File: config.mk
export PLATFORM = sky130hd
export DESIGN_NAME = pacman_motion_flat
export DESIGN_NICKNAME = d
export VERILOG_FILES = /design/src/rtl/pacman_pkg.sv /design/src/rtl/pacman_motion_if.sv /design/src/rtl/pacman_motion_maze.sv /design/src/rtl/pacman_motion.sv /design/src/flat_wrapper.sv
export SDC_FILE = /design/constraint.sdc
export NUM_CORES = 1
export LEC_CHECK = 0
export CAP_MARGIN = 20
export CORE_AREA = 2 2 90 135
export DETAILED_ROUTE_END_ITERATION = 8
export DIE_AREA = 0 0 92 137
export PLACE_DENSITY = 0.65
export SETUP_SLACK_MARGIN = 0.5
export SYNTH_ARGS = -nofsm -noshare
export SYNTH_HDL_FRONTEND = slang
export SYNTH_SLANG_ARGS = --single-unit
File: constraint.sdc
create_clock -name Clk -period 4.9 [get_ports Clk]
set_input_delay 1.47 -clock Clk [delete_from_list [all_inputs] [get_ports Clk]]
set_output_delay 1.47 -clock Clk [all_outputs]
set_load 0.1 [all_outputs]
File: src/rtl/pacman_pkg.sv
// Shared types, keycodes and the static maze walkability map for Pac-Man motion.
// Row 0 is the top of the maze and column 0 is its left edge.
package pacman_pkg;

    localparam int TILE_SIZE = 8;
    localparam int MAZE_W    = 28;
    localparam int MAZE_H    = 36;

    typedef enum logic [1:0] {
        RIGHT = 2'd0,
        LEFT  = 2'd1,
        UP    = 2'd2,
        DOWN  = 2'd3
    } dir_t;

    typedef enum logic [1:0] {
        S_WAIT   = 2'd0,
        S_DECIDE = 2'd1,
        S_STEP   = 2'd2
    } motion_state_t;

    localparam logic [7:0] KEY_W = 8'h1A;
    localparam logic [7:0] KEY_A = 8'h04;
    localparam logic [7:0] KEY_S = 8'h16;
    localparam logic [7:0] KEY_D = 8'h07;

    typedef struct packed {
        logic valid;
        dir_t dir;
    } key_cmd_t;

    // Ascending bit order, so each literal reads left to right exactly like the maze row.
    typedef logic [0:MAZE_W-1] maze_row_t;

    localparam maze_row_t MAZE_WALK [0:MAZE_H-1] = '{
        28'b0000000000000000000000000000,
        28'b0_111111111111_00_111111111111_0,
        28'b0_1_0000_1_00000_1_00_1_00000_1_0000_1_0,
        28'b0_1_0000_1_00000_1_00_1_00000_1_0000_1_0,
        28'b0_1_0000_1_00000_1_00_1_00000_1_0000_1_0,
        28'b0_1111111111111_1111111111111_0,
        28'b0_1_0000_1_00_1_00000000_1_00_1_0000_1_0,
        28'b0_1_0000_1_00_1_00000000_1_00_1_0000_1_0,
        28'b0_111111_00_1111_00_1111_00_111111_0,
        28'b000000_1_00000_1_00_1_00000_1_000000,
        28'b000000_1_00000_1_00_1_00000_1_000000,
        28'b000000_1_00_1111111111_00_1_000000,
        28'b000000_1_00_1_00000000_1_00_1_000000,
        28'b000000_1_00_1_00000000_1_00_1_000000,
        28'b1111111111_00000000_1111111111,
        28'b000000_1_00_1_00000000_1_00_1_000000,
        28'b000000_1_00_1_00000000_1_00_1_000000,
        28'b000000_1_00_1111111111_00_1_000000,
        28'b000000_1_00_1_00000000_1_00_1_000000,
        28'b000000_1_00_1_00000000_1_00_1_000000,
        28'b0_111111111111_00_111111111111_0,
        28'b0_1_0000_1_00000_1_00_1_00000_1_0000_1_0,
        28'b0_1_0000_1_00000_1_00_1_00000_1_0000_1_0,
        28'b0_111_00_11111111_11111111_00_111_0,
        28'b000_1_00_1_00_1_00000000_1_00_1_00_1_000,
        28'b000_1_00_1_00_1_00000000_1_00_1_00_1_000,
        28'b0_111111_00_1111_00_1111_00_111111_0,
        28'b0_1_0000000000_1_00_1_0000000000_1_0,
        28'b0_1_0000000000_1_00_1_0000000000_1_0,
        28'b0_1111111111111_1111111111111_0,
        28'b0000000000000000000000000000,
        28'b0000000000000000000000000000,
        28'b0000000000000000000000000000,
        28'b0000000000000000000000000000,
        28'b0000000000000000000000000000,
        28'b0000000000000000000000000000
    };

    // RIGHT/LEFT and UP/DOWN differ only in bit 0.
    function automatic dir_t opposite(input dir_t d);
        return dir_t'(d ^ 2'b01);
    endfunction

    function automatic key_cmd_t decode_key(input logic [7:0] code);
        key_cmd_t cmd;
        cmd.valid = 1'b1;
        cmd.dir   = LEFT;
        case (code)
            KEY_W:   cmd.dir = UP;
            KEY_A:   cmd.dir = LEFT;
            KEY_S:   cmd.dir = DOWN;
            KEY_D:   cmd.dir = RIGHT;
            default: cmd.valid = 1'b0;
        endcase
        return cmd;
    endfunction

endpackage

File: src/rtl/pacman_motion_if.sv
// Control inputs and position outputs of the Pac-Man motion block.
interface pacman_motion_if;
    import pacman_pkg::*;

    logic       frame_clk;
    logic [7:0] keycode;
    logic       freeze;
    logic [9:0] pacman_X;
    logic [9:0] pacman_Y;
    dir_t       pacman_dir;
    logic       moving;

    modport master (
        output frame_clk, keycode, freeze,
        input  pacman_X, pacman_Y, pacman_dir, moving
    );

    modport slave (
        input  frame_clk, keycode, freeze,
        output pacman_X, pacman_Y, pacman_dir, moving
    );
endinterface

File: src/rtl/pacman_motion_maze.sv
// Combinational maze walkability lookup; any tile outside the 28x36 map reads as wall.
module maze_walkable
    import pacman_pkg::*;
(
    input  logic [4:0] tile_col,
    input  logic [5:0] tile_row,
    output logic       walkable
);

    logic              col_ok;
    logic [MAZE_H-1:0] row_hit;

    assign col_ok = (tile_col < 5'(MAZE_W));

    // One-hot row decode ORed together; at most one row can match.
    genvar gi;
    generate
        for (gi = 0; gi < MAZE_H; gi++) begin : g_row
            assign row_hit[gi] = col_ok && (tile_row == 6'(gi)) && MAZE_WALK[gi][tile_col];
        end
    endgenerate

    assign walkable = |row_hit;

endmodule

File: src/rtl/pacman_motion.sv
// Pac-Man centre position tracker: frame-tick paced, buffered turns at tile centres,
// immediate reversals, and wall blocking through a single shared maze lookup.
module pacman_motion
    import pacman_pkg::*;
#(
    parameter int START_TILE_X   = 13,
    parameter int START_TILE_Y   = 29,
    parameter int TICKS_PER_STEP = 1
) (
    input  logic     Clk,
    input  logic     Reset,
    pacman_motion_if.slave bus
);

    localparam logic [9:0] X_START  = 10'(START_TILE_X * TILE_SIZE + 4);
    localparam logic [9:0] Y_START  = 10'(START_TILE_Y * TILE_SIZE + 4);
    localparam logic [3:0] TPS_LAST = 4'(TICKS_PER_STEP - 1);

    logic          frame_clk_q_reg;
    logic          tick_pulse;
    logic [3:0]    tick_cnt_reg;
    logic          step_req_reg;

    motion_state_t state_reg, state_next;
    dir_t          pacman_dir_reg, pacman_dir_next;
    dir_t          desired_dir_reg;
    logic [9:0]    x_reg, x_next;
    logic [9:0]    y_reg, y_next;
    logic          moving_reg, moving_next;

    key_cmd_t      key_cmd;
    logic          at_centre;
    dir_t          probe_dir;
    logic [6:0]    tile_x, tile_y;
    logic [6:0]    nb_x, nb_y;
    logic          nb_in_range;
    logic          nb_walk_raw;
    logic          nb_walk;

    // Frame tick pacing: one step request every TICKS_PER_STEP rising edges of frame_clk.
    assign tick_pulse = bus.frame_clk & ~frame_clk_q_reg;

    always_ff @(posedge Clk) begin
        if (Reset) begin
            frame_clk_q_reg <= 1'b0;
            tick_cnt_reg    <= 4'd0;
            step_req_reg    <= 1'b0;
        end else begin
            frame_clk_q_reg <= bus.frame_clk;
            step_req_reg    <= 1'b0;
            if (tick_pulse) begin
                if (tick_cnt_reg == TPS_LAST) begin
                    tick_cnt_reg <= 4'd0;
                    step_req_reg <= 1'b1;
                end else begin
                    tick_cnt_reg <= tick_cnt_reg + 4'd1;
                end
            end
        end
    end

    // Keys are buffered at any time, even while frozen or mid-step.
    assign key_cmd = decode_key(bus.keycode);

    always_ff @(posedge Clk) begin
        if (Reset) begin
            desired_dir_reg <= LEFT;
        end else if (key_cmd.valid) begin
            desired_dir_reg <= key_cmd.dir;
        end
    end

    assign at_centre = (x_reg[2:0] == 3'd4) && (y_reg[2:0] == 3'd4);

    // DECIDE probes the buffered direction, STEP probes the committed heading.
    assign probe_dir = (state_reg == S_DECIDE) ? desired_dir_reg : pacman_dir_reg;
    assign tile_x    = x_reg[9:3];
    assign tile_y    = y_reg[9:3];

    always_comb begin
        nb_x = tile_x;
        nb_y = tile_y;
        case (probe_dir)
            RIGHT: nb_x = tile_x + 7'd1;
            LEFT:  nb_x = tile_x - 7'd1;
            UP:    nb_y = tile_y - 7'd1;
            DOWN:  nb_y = tile_y + 7'd1;
        endcase
    end

    // Stepping off column 0 or row 0 wraps to 127, which the range test rejects.
    assign nb_in_range = (nb_x < 7'(MAZE_W)) && (nb_y < 7'(MAZE_H));

    maze_walkable u_walk (
        .tile_col (nb_x[4:0]),
        .tile_row (nb_y[5:0]),
        .walkable (nb_walk_raw)
    );

    assign nb_walk = nb_walk_raw & nb_in_range;

    always_comb begin
        state_next      = state_reg;
        pacman_dir_next = pacman_dir_reg;
        x_next          = x_reg;
        y_next          = y_reg;
        moving_next     = moving_reg;
        case (state_reg)
            S_WAIT: begin
                if (step_req_reg) begin
                    if (bus.freeze) begin
                        moving_next = 1'b0;
                    end else begin
                        state_next = S_DECIDE;
                    end
                end
            end
            S_DECIDE: begin
                if (desired_dir_reg == opposite(pacman_dir_reg)) begin
                    pacman_dir_next = desired_dir_reg;
                end else if (at_centre && nb_walk) begin
                    pacman_dir_next = desired_dir_reg;
                end
                state_next = S_STEP;
            end
            S_STEP: begin
                // Between centres the corridor is already known to be open.
                if (!at_centre || nb_walk) begin
                    case (pacman_dir_reg)
                        RIGHT: x_next = x_reg + 10'd1;
                        LEFT:  x_next = x_reg - 10'd1;
                        UP:    y_next = y_reg - 10'd1;
                        DOWN:  y_next = y_reg + 10'd1;
                    endcase
                    moving_next = 1'b1;
                end else begin
                    moving_next = 1'b0;
                end
                state_next = S_WAIT;
            end
            default: state_next = S_WAIT;
        endcase
    end

    always_ff @(posedge Clk) begin
        if (Reset) begin
            state_reg      <= S_WAIT;
            pacman_dir_reg <= LEFT;
            x_reg          <= X_START;
            y_reg          <= Y_START;
            moving_reg     <= 1'b0;
        end else begin
            state_reg      <= state_next;
            pacman_dir_reg <= pacman_dir_next;
            x_reg          <= x_next;
            y_reg          <= y_next;
            moving_reg     <= moving_next;
        end
    end

    assign bus.pacman_X   = x_reg;
    assign bus.pacman_Y   = y_reg;
    assign bus.pacman_dir = pacman_dir_reg;
    assign bus.moving     = moving_reg;

endmodule

File: src/flat_wrapper.sv
// flat-port wrapper written by rule: the top's interface ports become plain ports
module pacman_motion_flat import pacman_pkg::*;
#(
    parameter int START_TILE_X   = 13,
    parameter int START_TILE_Y   = 29,
    parameter int TICKS_PER_STEP = 1
)
  (Clk, Reset, bus_frame_clk, bus_keycode, bus_freeze, bus_pacman_X, bus_pacman_Y, bus_pacman_dir, bus_moving);
  pacman_motion_if bus_i ();
  input  logic Clk;
  input  logic Reset;
  input wire logic [$bits(bus_i.frame_clk)-1:0] bus_frame_clk;
  input wire logic [$bits(bus_i.keycode)-1:0] bus_keycode;
  input wire logic [$bits(bus_i.freeze)-1:0] bus_freeze;
  output wire logic [$bits(bus_i.pacman_X)-1:0] bus_pacman_X;
  output wire logic [$bits(bus_i.pacman_Y)-1:0] bus_pacman_Y;
  output wire logic [$bits(bus_i.pacman_dir)-1:0] bus_pacman_dir;
  output wire logic [$bits(bus_i.moving)-1:0] bus_moving;
  assign bus_i.frame_clk = bus_frame_clk;
  assign bus_i.keycode = bus_keycode;
  assign bus_i.freeze = bus_freeze;
  assign bus_pacman_X = bus_i.pacman_X;
  assign bus_pacman_Y = bus_i.pacman_Y;
  assign bus_pacman_dir = bus_i.pacman_dir;
  assign bus_moving = bus_i.moving;
  pacman_motion #(.START_TILE_X(START_TILE_X), .START_TILE_Y(START_TILE_Y), .TICKS_PER_STEP(TICKS_PER_STEP)) u_core (.Clk(Clk), .Reset(Reset), .bus(bus_i));
endmodule
**Yosys cells after proc, flatten, opt, wreduce, memory -nomap -nowiden**

Memory sizes are Yosys's and may differ from the RTL's.
Cells that the tools add are included.
W data, S select, Z words.

- Reduce and logical (&&, ||, !) cells: 94
- Multiplexer cells: 44
- $lt $le $gt $ge: 4
- Bitwise operators: 6
- Add/subtract/negate cells: 9
- Eq/ne operators: 53

Operators by type and width:

| cell | count |
|---|---|
| $eq A6 B5 Y1 const B | 16 |
| $logic_and A1 B1 Y1 | 75 |
| $eq A6 B4 Y1 const B | 8 |
| $pmux W10 S2 | 2 |
| $reduce_or A36 Y1 | 1 |
| $mux W1 | 31 |
| $pmux W7 S2 | 2 |
| $eq A6 B3 Y1 const B | 4 |
| $eq A6 B6 Y1 const B | 4 |
| $add A10 B1 Y10 const B | 2 |
| $sub A10 B1 Y10 const B | 2 |
| $eq A8 B3 Y1 const B | 2 |
| $eq A8 B5 Y1 const B | 2 |
| $add A7 B1 Y7 const B | 2 |
| $sub A7 B1 Y7 const B | 2 |
| $eq A6 B2 Y1 const B | 2 |
| $eq A2 B2 Y1 const B | 5 |
| $mux W2 | 5 |
| $reduce_and A3 Y1 | 3 |
| $reduce_bool A2 Y1 | 4 |
| $lt A7 B5 Y1 const B | 1 |
| $lt A7 B6 Y1 const B | 1 |
| $eq A2 B1 Y1 const B | 3 |
| $eq A3 B3 Y1 const B | 2 |
| other kinds (22) | 29 |

- Memories kept: 13
- Output and inout port bits: 23
- Bits in read-only memories: 416
- Register bits after elaboration: 33

Memories:

| memory | depth | bits a word | read ports | clocked after memory_dff | write ports | line | text |
|---|---|---|---|---|---|---|---|
| (name not given) | 32 | 1 | 1 | 0 | 0 | pacman_motion_maze.sv:19 | `assign row_hit[gi] = col_ok && (tile_row == 6'(gi)) && MAZE_WALK[gi][tile_col];` |
| (name not given) | 32 | 1 | 1 | 0 | 0 | pacman_motion_maze.sv:19 |  |
| (name not given) | 32 | 1 | 1 | 0 | 0 | pacman_motion_maze.sv:19 |  |
| (name not given) | 32 | 1 | 1 | 0 | 0 | pacman_motion_maze.sv:19 |  |
| (name not given) | 32 | 1 | 1 | 0 | 0 | pacman_motion_maze.sv:19 |  |
| (name not given) | 32 | 1 | 1 | 0 | 0 | pacman_motion_maze.sv:19 |  |
| 7 more memories | - | - | - | - | - | - |  |

**Depth between registers and ports, before layout**

Gate-level depths: netlist of run 1.

- Word-level depth: 14
- Gate-level depth with buffers: 22
- Depth with buffers taken out: 20

**Cells and area by module**

A second synthesis of run 1 with hierarchy kept.

- Cell total of the unflattened synthesis: 462
- Area, all modules: 3643.5 sq um

By module, submodules not included:

| module | area each (sq um) | cells an instance | instances | sequential area each (sq um) |
|---|---|---|---|---|
| pacman_motion | 2768.9 | 347 | 1 | 660.6 |
| maze_walkable | 874.6 | 115 | 1 | 0.0 |

**Worst setup path before layout of run 1**

No wires, ideal clock.

- Kind: flip-flop to flip-flop
- Start point: register u_core.pacman_dir_reg[1], in the netlist u_core.bus.pacman_dir[1]
- End point: register u_core.x_reg[0], in the netlist u_core.bus.pacman_X[0]
- Period minus slack after synthesis: 5050 ps
- Data arrival time: 4926 ps
- Path buffers: 4
- Slack: -150 ps
- Cell stages (with the launch flop): 22
- Setup time: 123 ps
- Path through: dfxtp_1 -> buf_2 -> a21oi_1 -> buf_2 -> buf_2 -> nand2_1 -> fa_1 -> nor2_1 -> a21oi_1 -> ha_1 -> clkbuf_1 -> mux2_2 -> a22oi_1 -> nor2_1 -> a41oi_1 -> and3_1 -> or4_1 -> nand4_1 -> o31ai_1 -> a31oi_2 -> o21a_2 -> mux2_1

- Cells in the longest elaborated chain, start to end: 12
- Elaborated cells on any way between the ends: 167
- Classes of those cells: order compare: 3; eq/ne: 39; mux: 30; bitwise: 2; reduce/logical: 80; memory: 13

RTL lines:

| what | line | text |
|---|---|---|
| start: declaration | pacman_motion.sv:25 | `dir_t pacman_dir_reg, pacman_dir_next;` |
| start signal: assignment | pacman_motion.sv:154 | `pacman_dir_reg <= pacman_dir_next;` |
| $mux W2 | pacman_motion.sv:76 | `assign probe_dir = (state_reg == S_DECIDE) ? desired_dir_reg : pacman_dir_reg;` |
| $eq A2 B1 Y1 / $logic_not A2 Y1 (equally long branches) | pacman_motion.sv:83 | `case (probe_dir)` |
| $pmux W7 S2 | pacman_motion.sv:83 |  |
| $not A5 Y6 (implied by the code) | pacman_motion_maze.sv:19 |  |
| $mem_v2 Z32 W1 | - |  |
| $mux W1 (implied by the code) (2 in series) | pacman_motion_maze.sv:19 |  |
| $logic_and A1 B1 Y1 | pacman_motion_maze.sv:19 |  |
| $reduce_or A36 Y1 | pacman_motion_maze.sv:23 | `assign walkable = \|row_hit;` |
| $and A1 B1 Y1 | pacman_motion.sv:100 | `assign nb_walk = nb_walk_raw & nb_in_range;` |
| $logic_or A1 B1 Y1 | pacman_motion.sv:128 | `if (!at_centre \|\| nb_walk) begin` |
| $reduce_and A3 Y1 (no line) | - |  |
| end signal: assignment | pacman_motion.sv:155 | `x_reg <= x_next;` |
| end: declaration | pacman_motion.sv:27 | `logic [9:0] x_reg, x_next;` |

Several ways; a longest one is shown, not always the timed one. The select of a mux whose other input is x is not followed.
A chain may end at the register's enable or synchronous reset.

**Final worst setup path of run 1**

- Start point: register u_core.state_reg[1]
- End point: register u_core.y_reg[3], in the netlist u_core.bus.pacman_Y[3]

- Cells in the longest elaborated chain, start to end: 13
- Elaborated cells on any way between the ends: 165
- Classes of those cells: order compare: 3; eq/ne: 40; mux: 29; bitwise: 2; reduce/logical: 78; memory: 13

RTL lines:

| what | line | text |
|---|---|---|
| start: declaration | pacman_motion.sv:24 | `motion_state_t state_reg, state_next;` |
| start signal: assignment | pacman_motion.sv:153 | `state_reg <= state_next;` |
| $eq A2 B1 Y1 | pacman_motion.sv:76 |  |
| $mux W2 | pacman_motion.sv:76 |  |
| $eq A2 B1 Y1 / $logic_not A2 Y1 (equally long branches) | pacman_motion.sv:83 |  |
| $pmux W7 S2 | pacman_motion.sv:83 |  |
| $not A5 Y6 (implied by the code) | pacman_motion_maze.sv:19 |  |
| $mem_v2 Z32 W1 | - |  |
| $mux W1 (implied by the code) (2 in series) | pacman_motion_maze.sv:19 |  |
| $logic_and A1 B1 Y1 | pacman_motion_maze.sv:19 |  |
| $reduce_or A36 Y1 | pacman_motion_maze.sv:23 |  |
| $and A1 B1 Y1 | pacman_motion.sv:100 |  |
| $logic_or A1 B1 Y1 | pacman_motion.sv:128 |  |
| $reduce_and A3 Y1 (no line) (*) | - |  |
| end signal: assignment | pacman_motion.sv:156 | `y_reg <= y_next;` |
| end: declaration | pacman_motion.sv:28 | `logic [9:0] y_reg, y_next;` |

Mark *: on every way between the ends. The rest lies on a longest branch, timed or not. The select of a mux whose other input is x is not followed.

==> results.toml, run 1 <==
[logic_synthesis]
ys_seq_area_share_pct = 16.8
avgSynthCellArea_um2 = 7.78
syn-num-nets = 557
synthesis.area_um2 = 3940
dominantRegCellSynth = "dfxtp_1"
synthArstFlopShare_pct = 0
synthCells = 507
yosysWarnings = 0
synth_cell_types = 73
synth-edff-count = 0
synth_seq_cells = 33

[clock_network]
cts.sinks = 33
h-tree-depth = 2
cts_buffers = 5
cts_root_buf = "clkbuf_16"
clk_pin_slew_ns = 0.06
cts_tree = "yes"
clk_path_buf_depth = 2
insertion_delay_ns = 0.29

[pwr]
internal_power_uw = 579
switching_share_pct = 29.2
vdd_drop_max_mv = 0.351
p_seq_share_pct = 33.3
finalPower_uw = 818
power.switching_uw = 238
p_leak_uw = 0.00201
p_per_area_nw_per_um2 = 161
comb_power_share_pct = 23.2
p_clk_share_pct = 43.5

[timing]
holdWs_ns = 0.471
rsz0062_at_grt = "no"
slew_headroom_pct = 33.8
tightest_slew_ns = 0.990
final-hold-violation-count = 0
min_period_ns = 4.29
setup-violations-final = 0
skew_ns = 0.00310
finalSetupTns_ns = 0
max_freq_mhz = 233
post-route-period-util_pct = 87.5
drv_slew = 0

[floorplanning]
num_io_pins = 35
start_util_pct = 34.6
dieHeight_um = 137
die_w_um = 92
placementRows = 48
core_area_um2 = 11400
die_area_um2 = 12600

[placed_design]
dp_hpwl_mm = 9.53
routabilityCongestion = 1.00
io_buffers = 34
place_inst = 690

[finish]
final_nets = 611
fill_cells = 1180
layoutNonFillerInstCount = 712
final_util_pct = 44.5
drive_above_1_share_pct = 18.7
syn2layout_area_growth_pct = 28.8
antenna_cells = 0

[drt]
vias = 4144
routed_via_density = 5.82
drc = 0
ant_nets = 0
firstDrtPassIters = 5
wl_per_cell_um = 17.6
drt-initial-drc-count = 275
routed_wl_mm = 12.6

[global_routing]
grt_pass1_wl_mm = 19.9
grt_use_total_pct = 19.7
grt_max_degree = 28
antenna_found_initial = 0
grt_pass1_vias = 4031
global_route.overflow_total = 0

[hold_path]
hold_start = "u_core.step_req_reg"
hold_path_class = "reg -> reg"

[worst_setup_path]
startpoint = "u_core.state_reg[1]"
crit_required_ns = 5.11
end_kind = "flop"
cp_max_fo = 7
r2r_start = "u_core.state_reg[1]"
cp.arrival_ns = 4.50
critical_path_class = "reg -> reg"
cp-start-kind = "flop"

[outcome]
outcome = "finished clean"

[flow_run]
drv_cap = 0
final cells by class:
class | count | area [µm²] | area share (%)
flip-flops and latches | 33 | 677 | 13.3
inverters | 32 | 120 | 2.36
well taps | 150 | 188 | 3.69
clock buffers | 8 | 168 | 3.30
multi-input cells | 424 | 3350 | 65.9
repair buffers | 65 | 581 | 11.4
power groups by stage:
| stage | clock [µW] | combinational (µW) | sequential (µW) |
|---|---|---|---|
| finish | 356 | 189 | 273 |
| detailed placement | 0 | 155 | 279 |
| global route | 372 | 203 | 273 |
| floorplan | 0 | 101 | 285 |
| CTS | 363 | 170 | 273 |
| global placement | 0 | 154 | 279 |
worst max-delay path, stage by stage (launching register included):
cell and delay, ns:
dfxtp_4 0.38, and3b_2 0.24, a21oi_2 0.14, nand2_2 0.09, fa_2 0.60, nor2_4 0.05
a21oi_2 0.18, buf_4 0.15, ha_4 0.15, nor2_1 0.05, a221oi_2 0.24, a21oi_1 0.09
o21ai_0 0.10, nand3_1 0.18, a311oi_2 0.33, nand4_1 0.17, o21ai_2 0.24, a31oi_4 0.17
buf_6 0.19, o21ai_4 0.23, mux2i_1 0.23
repair_timing:
item,in CTS,in global routing
gates cloned,1,0
endpoints found under the setup margin,23,23
gates resized for setup,22,37
hold buffers,0,0
pin swaps,6,18
setup buffers,5,8
path summary, 6_finish.rpt:
path,endpoint,slack [ns],cells after the start
setup / recovery,u_core.bus.pacman_Y[3],0.61,20
setup reg to reg,u_core.bus.pacman_Y[3],0.61,20
hold / removal,u_core.state_reg[0],0.47,2
hold reg to reg,u_core.state_reg[0],0.47,2
cells by family (layout without fill, tap and decap cells):
family / after synthesis / count (layout) / share of synthesized area (%)
AO/OA/AOI/OAI: 171 / 172 / 32.0
XOR/XNOR: 32 / 32 / 7.30
buffers and inverters: 51 / 105 / 5.71
adder cells (fa/ha/maj): 38 / 38 / 12.8
multiplexers: 21 / 21 / 5.68
flip-flops: 33 / 33 / 16.8
AND/OR/NAND/NOR: 161 / 161 / 19.8
per-stage QoR:
step	instance area, µm²	setup slack (ns)
after floorplan	3980	0.527
after global placement	4520	0.115
after detailed placement	4520	0.0216
after CTS	4850	0.507
final	5080	0.610
after global routing	5080	0.388
synth_stat cells, types with 8 or more instances:
master	instances	area (µm²)
a21o_1	8	60.1
a21oi_1	36	180
nand2_1	46	173
o21ai_0	20	100
nand4_1	8	50.1
nor2_1	47	176
ha_1	34	425
dfxtp_1	33	661
inv_1	31	116
mux2i_1	14	140
buf_2	9	45.0
xnor2_1	26	228
o21bai_1	10	75.1
and2_1	10	62.6
nor2b_1	10	62.6
routing by layer:
metal,vias to the layer above,routed length [µm],share of wire (%),GRT usage (%)
met5,-,0,0,0
met4,0,535,4.3,11.1
met3,36,372,3.0,2.42
met2,107,6860,55,38.2
met1,1995,4780,38,20.0
li1,2006,-,-,-
layout by cell type (no fill, tap or decap), drive strengths merged, types with 6 or more instances in the layout:
cell	Yosys	layout
nand2	46	46
xnor2	27	27
and2	10	10
a211oi	9	9
a221oi	6	6
nand3	6	6
dfxtp	33	33
a21oi	37	37
nand2b	7	7
o2111ai	6	6
a31oi	6	7
o21a	6	6
nor3	6	6
clkdlybuf4s50	0	34
nor2b	10	10
clkbuf	7	8
o21ai	26	26
nor3b	6	6
inv	32	32
o21bai	10	10
o211ai	7	7
ha	34	34
nand4	8	8
nor2	47	47
buf	12	31
mux2i	16	16
a21o	8	8
(Power assumes the default switching activity.)
==> run 2, diff against run 1 <==
Settings changed: CAP_MARGIN 20 to unset.
==> results of run 2 <==
No change in the layout: final DEF, timing and power equal those of run 1.
==> run 3, diff against run 2 <==
Settings changed: CORE_AREA 2 2 90 135 to 3 3 91 136, DIE_AREA 0 0 92 137 to 0 0 94 139.
==> results.toml, run 3 (same netlist as run 1, synthesis figures left out) <==
[clock_network]
cts.sinks = 33
cts_root_buf = "clkbuf_16"
h-tree-depth = 2
clk_path_buf_depth = 2
holdBufCountCts = 0
cts_buffers = 5
clk_pin_slew_ns = 0.05
cts_tree = "yes"
insertion_delay_ns = 0.28

[finish]
regArea_um2 = 678
fill_cells = 1123
final_nets = 615
syn2layout_area_growth_pct = 30.6
multi_input_area_um2 = 3410
final_cell_mix = "nand2_1 (44), nor2_1 (44), clkdlybuf4s50_1 (34), buf_4 (34), a21oi_1 (33)"
postLayoutCellArea_um2 = 5150
antenna_cells = 0
drive_above_1_share_pct = 20.1

[drt]
routed_via_density = 6.08
vias = 4355
ant_nets = 0
drc = 0
firstDrtPassIters = 6
routed_wl_mm = 13.1
drt-initial-drc-count = 314
wl_per_cell_um = 18.3

[timing]
skew_ns = 0.00266
setup-violations-final = 0
tightest_slew_ns = 0.988
post-route-period-util_pct = 89.3
drv_slew = 0
max_freq_mhz = 229
final-hold-violation-count = 0
slew_headroom_pct = 33.9
finalSetupTns_ns = 0
min_period_ns = 4.37
rsz0062_at_grt = "yes"

[global_routing]
antenna_found_initial = 0
global_route.overflow_total = 0
grt_pass1_vias = 4271
grt_use_total_pct = 19.0
grt_max_degree = 28
grt_pass1_wl_mm = 20.2

[worst_setup_path]
cpMostUsedCell = "a221oi_1"
end_kind = "flop"
cp_cell_sequence = "nor2b_4, nor2_2, a21o_1, nand2_4, clkinvlp_4, ha_4, xor2_2, a211oi_4, a221oi_1, a311o_1, a221oi_1, a311oi_2, nand4_1, o21ai_2, a31oi_4, o21a_4, mux2_1"
critical_path_class = "reg -> reg"
slowest_delay_ns = 0.52
cp-start-kind = "flop"
r2r_start = "u_core.state_reg[0]"
crit_path_top_delay_cell = "a221oi_1"
cp_max_fo = 7
cp.arrival_ns = 4.54
startpoint = "u_core.state_reg[0]"
r2r_slack_ns = 0.53
crit_required_ns = 5.07

[hold_path]
hold_path_class = "reg -> reg"
hold_start = "u_core.state_reg[0]"

[pwr]
vdd_drop_max_mv = 0.194
p_per_area_nw_per_um2 = 150
p_leak_uw = 0.00203

[placed_design]
dp_hpwl_mm = 9.52
io_buffers = 34
routabilityCongestion = 1.02
dpl-instance-area_um2 = 4520

[floorplanning]
core_area_um2 = 11400
placementRows = 48
die_w_um = 94
dieHeight_um = 139
die_area_um2 = 13100
num_io_pins = 35
start_util_pct = 34.6

[flow_run]
drv_cap = 0

[outcome]
outcome = "finished clean"
[run 3: changes by cell type in the layout (fill, tap and decap cells not counted), moves of 2 or more]
cell      delta
buf_4        +5
xnor2_1      -2
xnor2_2      +3
ha_4         +2
a21oi_4      +2
o21ai_1      +3
dfxtp_2      -2
clkinv_2     +2
o21ai_0      -2
[run 3: layout make-up]
cell class	instances	share of cell area [%]
clock buffers	6	2.50
repair buffers	69	11.8
clock inverters	2	0.194
inverters	32	2.41
well taps	150	3.65
multi-input cells	424	66.3
flip-flops and latches	33	13.2
[run 3: stage by stage]
step	setup WS (ns)	hold slack (ns)	total power [µW]	util, %	std cells
floorplan	0.527	0.430	387	-	507
global placement	0.0895	0.482	431	39.6	689
finish	0.526	0.469	772	45.1	716
detailed placement	0.0697	0.483	431	39.6	689
global route	0.333	0.485	796	45.1	716
CTS	0.503	0.489	749	42.3	701
[run 3: layer usage]
metal | part of all wire [%] | GRT usage [%]
met1 | 36 | 18.6
met4 | 8.0 | 14.2
met2 | 52 | 35.4
met3 | 4.0 | 2.12
met5 | 0 | 0
[run 3: critical path: cells and delay by family, from the launching register on]
kind	cells	cell delay, ns
simple gates	4	0.47
buf+inv	1	0.18
flops	1	0.37
fa+ha+maj	1	0.32
compound gates	9	2.37
mux	1	0.32
xor+xnor	1	0.21
[run 3: where the power goes]
group / internal (µW) / switching [µW] / total [µW]
clock: 186 / 114 / 300
sequential: 269 / 3.18 / 272
combinational: 81.0 / 119 / 200
[run 3: final timing paths]
| check | to | depth (start not counted) |
|---|---|---|
| setup reg to reg | u_core.bus.pacman_X[0] | 17 |
| hold reg to reg | u_core.state_reg[0] | 1 |
| setup / recovery | u_core.bus.pacman_X[0] | 17 |
| hold / removal | u_core.state_reg[0] | 1 |
[run 3: repair_timing]
action / in CTS / in global routing
gates resized for setup: 27 / 43
pin swaps: 5 / 24
gates cloned: 1 / 0
endpoints found under the setup margin: 23 / 23
buffers inserted: 3 / 15
